===== config.mk =====
export PLATFORM = sky130hd
export DESIGN_NAME = method_call_driver
export DESIGN_NICKNAME = d
export VERILOG_FILES = /design/src/rtl/method_call_driver.sv
export SDC_FILE = /design/constraint.sdc
export NUM_CORES = 1
export LEC_CHECK = 0
export BUFFER_PORTS_ARGS = -buffer_cell sky130_fd_sc_hd__buf_4
export CORE_ASPECT_RATIO = 1.25
export CORE_UTILIZATION = 45
export DETAILED_ROUTE_END_ITERATION = 16
export GPL_TIMING_DRIVEN = 1
export PLACE_DENSITY = 0.75
export REMOVE_ABC_BUFFERS = 1
export SLEW_MARGIN = 20
export SYNTH_ARGS = -nofsm -noshare
export SYNTH_HDL_FRONTEND = slang
export SYNTH_SLANG_ARGS = --single-unit

===== constraint.sdc =====
create_clock -name clk -period 2.4 [get_ports clk]
set_input_delay 0.12 -clock clk [delete_from_list [all_inputs] [get_ports clk]]
set_output_delay 0.12 -clock clk [all_outputs]
set_load 0.05 [all_outputs]

===== src/rtl/method_call_driver.sv =====
// method_call_driver: feeds argument pairs into a Synthesijer method via req/busy,
// captures the return value (or a timeout marker) and hands it downstream.
module method_call_driver #(
    parameter int DATA_W  = 32,
    parameter int TIMEOUT = 1024,
    parameter int CNT_W   = 16
) (
    input  logic              clk,
    input  logic              reset,
    input  logic              in_valid,
    output logic              in_ready,
    input  logic [DATA_W-1:0] in_a,
    input  logic [DATA_W-1:0] in_b,
    output logic [DATA_W-1:0] m_a,
    output logic [DATA_W-1:0] m_b,
    output logic              m_req,
    input  logic              m_busy,
    input  logic [DATA_W-1:0] m_return,
    output logic              out_valid,
    input  logic              out_ready,
    output logic [DATA_W-1:0] out_data,
    output logic              out_timeout,
    output logic [CNT_W-1:0]  calls_done
);
    localparam int TW = $clog2(TIMEOUT) + 1;

    typedef enum logic [1:0] {IDLE, ISSUE, WAIT_DONE, OUTPUT} state_t;

    state_t            state_q;
    logic [TW-1:0]     timer_q, timer_d;
    logic [DATA_W-1:0] m_a_q, m_b_q, out_data_q;
    logic              m_req_q, out_valid_q, out_timeout_q;
    logic [CNT_W-1:0]  calls_done_q;
    logic              expired;

    assign timer_d  = (&timer_q) ? timer_q : timer_q + TW'(1);
    assign expired  = timer_q == TW'(TIMEOUT - 1);
    // Ready is held low during reset and while the downstream module is still busy.
    assign in_ready = reset && state_q == IDLE && !m_busy;

    assign m_a         = m_a_q;
    assign m_b         = m_b_q;
    assign m_req       = m_req_q;
    assign out_valid   = out_valid_q;
    assign out_data    = out_data_q;
    assign out_timeout = out_timeout_q;
    assign calls_done  = calls_done_q;

    always_ff @(posedge clk or negedge reset) begin
        if (!reset) begin
            state_q       <= IDLE;
            timer_q       <= '0;
            m_a_q         <= '0;
            m_b_q         <= '0;
            m_req_q       <= 1'b0;
            out_valid_q   <= 1'b0;
            out_data_q    <= '0;
            out_timeout_q <= 1'b0;
            calls_done_q  <= '0;
        end else begin
            case (state_q)
                IDLE: if (in_valid && in_ready) begin
                    m_a_q   <= in_a;
                    m_b_q   <= in_b;
                    timer_q <= '0;
                    m_req_q <= 1'b1;
                    state_q <= ISSUE;
                end
                ISSUE: if (m_busy) begin
                    m_req_q <= 1'b0;
                    timer_q <= '0;
                    state_q <= WAIT_DONE;
                end else if (expired) begin
                    m_req_q       <= 1'b0;
                    out_data_q    <= '0;
                    out_timeout_q <= 1'b1;
                    out_valid_q   <= 1'b1;
                    state_q       <= OUTPUT;
                end else begin
                    timer_q <= timer_d;
                end
                WAIT_DONE: if (!m_busy) begin
                    out_data_q    <= m_return;
                    out_timeout_q <= 1'b0;
                    out_valid_q   <= 1'b1;
                    state_q       <= OUTPUT;
                end else if (expired) begin
                    out_data_q    <= '0;
                    out_timeout_q <= 1'b1;
                    out_valid_q   <= 1'b1;
                    state_q       <= OUTPUT;
                end else begin
                    timer_q <= timer_d;
                end
                OUTPUT: if (out_ready) begin
                    out_valid_q  <= 1'b0;
                    calls_done_q <= calls_done_q + CNT_W'(1);
                    state_q      <= IDLE;
                end
                default: state_q <= IDLE;
            endcase
        end
    end
endmodule


==> results.json <==
{
  "post_cts_buffers": 0,
  "tns_ns": 0,
  "worstSetupPathType": "flip-flop to flip-flop",
  "clock.fmax_mhz": 461.0,
  "coreArea_um2": 11620,
  "ctsHtreeMaxLevel": 4,
  "setup_violations": 0,
  "synth_top_flop_cell": "dfrtp_1",
  "setup.worst_path.end_class": "flip-flop",
  "critical_path.cell_chain": "inv_1 > ha_1 > nor2b_2 > a211o_1 > or4_1 > a21boi_0",
  "slew_violations": 0,
  "slowest_stage": "or4_1",
  "grt_util_met1_pct": 27.00,
  "power_density_nw_per_um2": 1398,
  "ctsResizeCount": 0,
  "drc": 0,
  "worst_setup_path_start_kind": "flip-flop",
  "drtPass1Iterations": 4,
  "num-nets-final": 877,
  "r2r_cells": 6,
  "syn_area_um2": 5373,
  "initial_utilization_pct": 46.25,
  "outcome": "complete, no violations",
  "postCtsHoldBufs": 97,
  "rows": 44,
  "p_leak_nw": 4.164,
  "cpPeakStageDelay_ns": 0.50,
  "maxSlewHeadroom_pct": 46.71,
  "dieHeight_um": 124.2,
  "grt.met3_usage_pct": 6.341,
  "clock_skew_ns": 0.008474,
  "place_area_um2": 7169,
  "hold_viol": 0,
  "cts_root_buf": "clkbuf_16",
  "syn_area_per_cell_um2": 11.94,
  "yosysWarnings": 0,
  "numCtsBuffers": 17,
  "vias_per_cell": 5.061,
  "post-route-period-util_pct": 90.38,
  "globalRouteTotalUtil_pct": 25.23,
  "min_period_ns": 2.169,
  "ir_worst_vdd_mv": 0.9322,
  "ys_seq_area_share_pct": 59.62,
  "layout-drive-gt1-share_pct": 41.72,
  "die_w_um": 99.73,
  "synth_seq_cells": 128,
  "dp_hpwl_um": 9353,
  "tritoncts": "yes",
  "fin_area_um2": 8672,
  "portBuffers": 216,
  "cts_num_sinks": 128,
  "ys_types": 44,
  "async_flop_share_pct": 100.0,
  "place.gp.congestion": 0.8412,
  "cp_data_arrival_time_ns": 2.49,
  "holdPathStages": 3,
  "grt_start_max_net_pins": 91,
  "syn_inst": 450,
  "grt.busiest_layer": "met2",
  "clock_latency_ns": 0.41,
  "hp-class": "input pin to flip-flop",
  "n_antenna_cell": 0,
  "required_ns": 2.72,
  "wl_um": 15410,
  "crit_path_max_fanout": 11,
  "vias": 4757,
  "ctsLongestPathBuffers": 2,
  "drtIter0Drc": 157,
  "antenna_left": 0,
  "ios": 217,
  "tightest_slew_ns": 0.7994,
  "grt-ovfl-total": 0,
  "grt_pass1_vias": 4756,
  "grt_pass1_wl_um": 23600,
  "cap_viol_max_count": 0,
  "synth_enable_flop_cells": 0,
  "antenna_found_initial": 0,
  "clk_pin_slew_ns": 0.06,
  "die_area_um2": 12380,
  "rsz0062_at_grt": "false",
  "area_delta_synth_final_pct": 61.41,
  "grt_use_met2_pct": 45.78,
  "wl_per_cell_um": 16.40
}
-- layout by cell type, fill, tap and decap left out, types with 3 or more instances in the layout --
master,instances
nand4_1,6
nor4_1,3
a21oi_1,41
clkinvlp_4,6
dfrtp_1,128
a31oi_1,5
inv_1,6
nor3_1,6
clkbuf_16,17
nand2_1,79
ha_1,8
nand3_1,11
buf_4,222
mux2_2,67
and3b_1,3
clkinv_2,4
o21ai_0,4
xnor2_1,11
nor2_1,9
dlygate4sd3_1,97
xor2_1,4
-- report_power, final --
part / switching, mW / leakage [nW] / internal, mW
clock network: 0.896 / 0.243 / 1.40
registers: 0.528 / 1.60 / 3.01
logic: 4.20 / 2.32 / 2.09
total: 5.63 / 4.16 / 6.50
-- stage by stage --
step	hold slack [ns]	setup slack [ns]	instances	power [mW]	util, %
floorplan	-0.1756	-0.4343	428	7.646	-
global placement	-0.06811	0.3227	813	9.496	61.72
detailed placement	-0.06634	0.2337	813	9.639	61.72
CTS	0.02147	0.2434	940	12.09	74.62
global route	0.03616	0.07765	940	12.62	74.66
finish	0.03629	0.2309	940	12.12	74.66
-- path summary, 6_finish.rpt --
check                                     end  slack (ns)        start
worst max-delay path               timer_q[3]        0.23   state_q[0]
max in group asynchronous         out_data[3]        1.37        reset
min in group asynchronous       calls_done[1]        0.06        reset
worst min register to register    out_timeout        0.49  out_timeout
worst max register to register     timer_q[3]        0.23   state_q[0]
worst min-delay path            calls_done[2]        0.04    out_ready
-- logic make-up after synthesis --
kind of cell    share of synthesized area, %
buf+inv                                2.352
compound gates                         7.802
simple gates                           11.50
flops                                  59.62
xor+xnor                               2.445
fa+ha+maj                              1.863
mux                                    14.42
-- flip-flops by register name, summed over array words and instances, names as in the netlist --
name / count
state_q: 2
m_req: 1
out_data: 32
calls_done: 16
out_timeout: 1
timer_q: 11
m_a: 32
out_valid: 1
m_b: 32
-- cells in the mapped netlist, types with 3 or more instances --
master	number	area share, %
nor2b_1	3	0.35
inv_1	6	0.42
mux2_2	67	14
dfrtp_1	128	60
buf_2	10	0.93
nor4_1	3	0.35
xor2_1	4	0.65
nor2_1	9	0.63
nand4_1	6	0.70
nor3_1	6	0.56
and3b_1	3	0.49
clkbuf_1	10	0.70
ha_1	8	1.9
nand3_1	11	1.0
xnor2_1	11	1.8
a21oi_1	41	3.8
o21ai_0	4	0.37
a31oi_1	5	0.58
nand2_1	80	5.6
-- critical path, delay by kind of cell (launching register included) --
family / cells / cell delay (ns)
compound gates: 2 / 0.58
simple gates: 2 / 0.69
fa+ha+maj: 1 / 0.30
buf+inv: 1 / 0.13
flops: 1 / 0.39
-- per-layer routing --
layer | routed length (µm) | vias to the layer above
li1 | - | 2198
met1 | 5796 | 2334
met2 | 8215 | 179
met3 | 847 | 46
met4 | 552 | 0
met5 | 0 | -
-- area by class of cell --
type	count	area (µm²)
clock buffers	19	432.9
clock inverters	11	95.09
fillers	746	2944
inverters	6	22.52
multi-input cells	294	2048
flip-flops and latches	128	3203
well taps	161	201.4
repair buffers	321	2669
No activity file was read; power rests on OpenSTA's default activity.
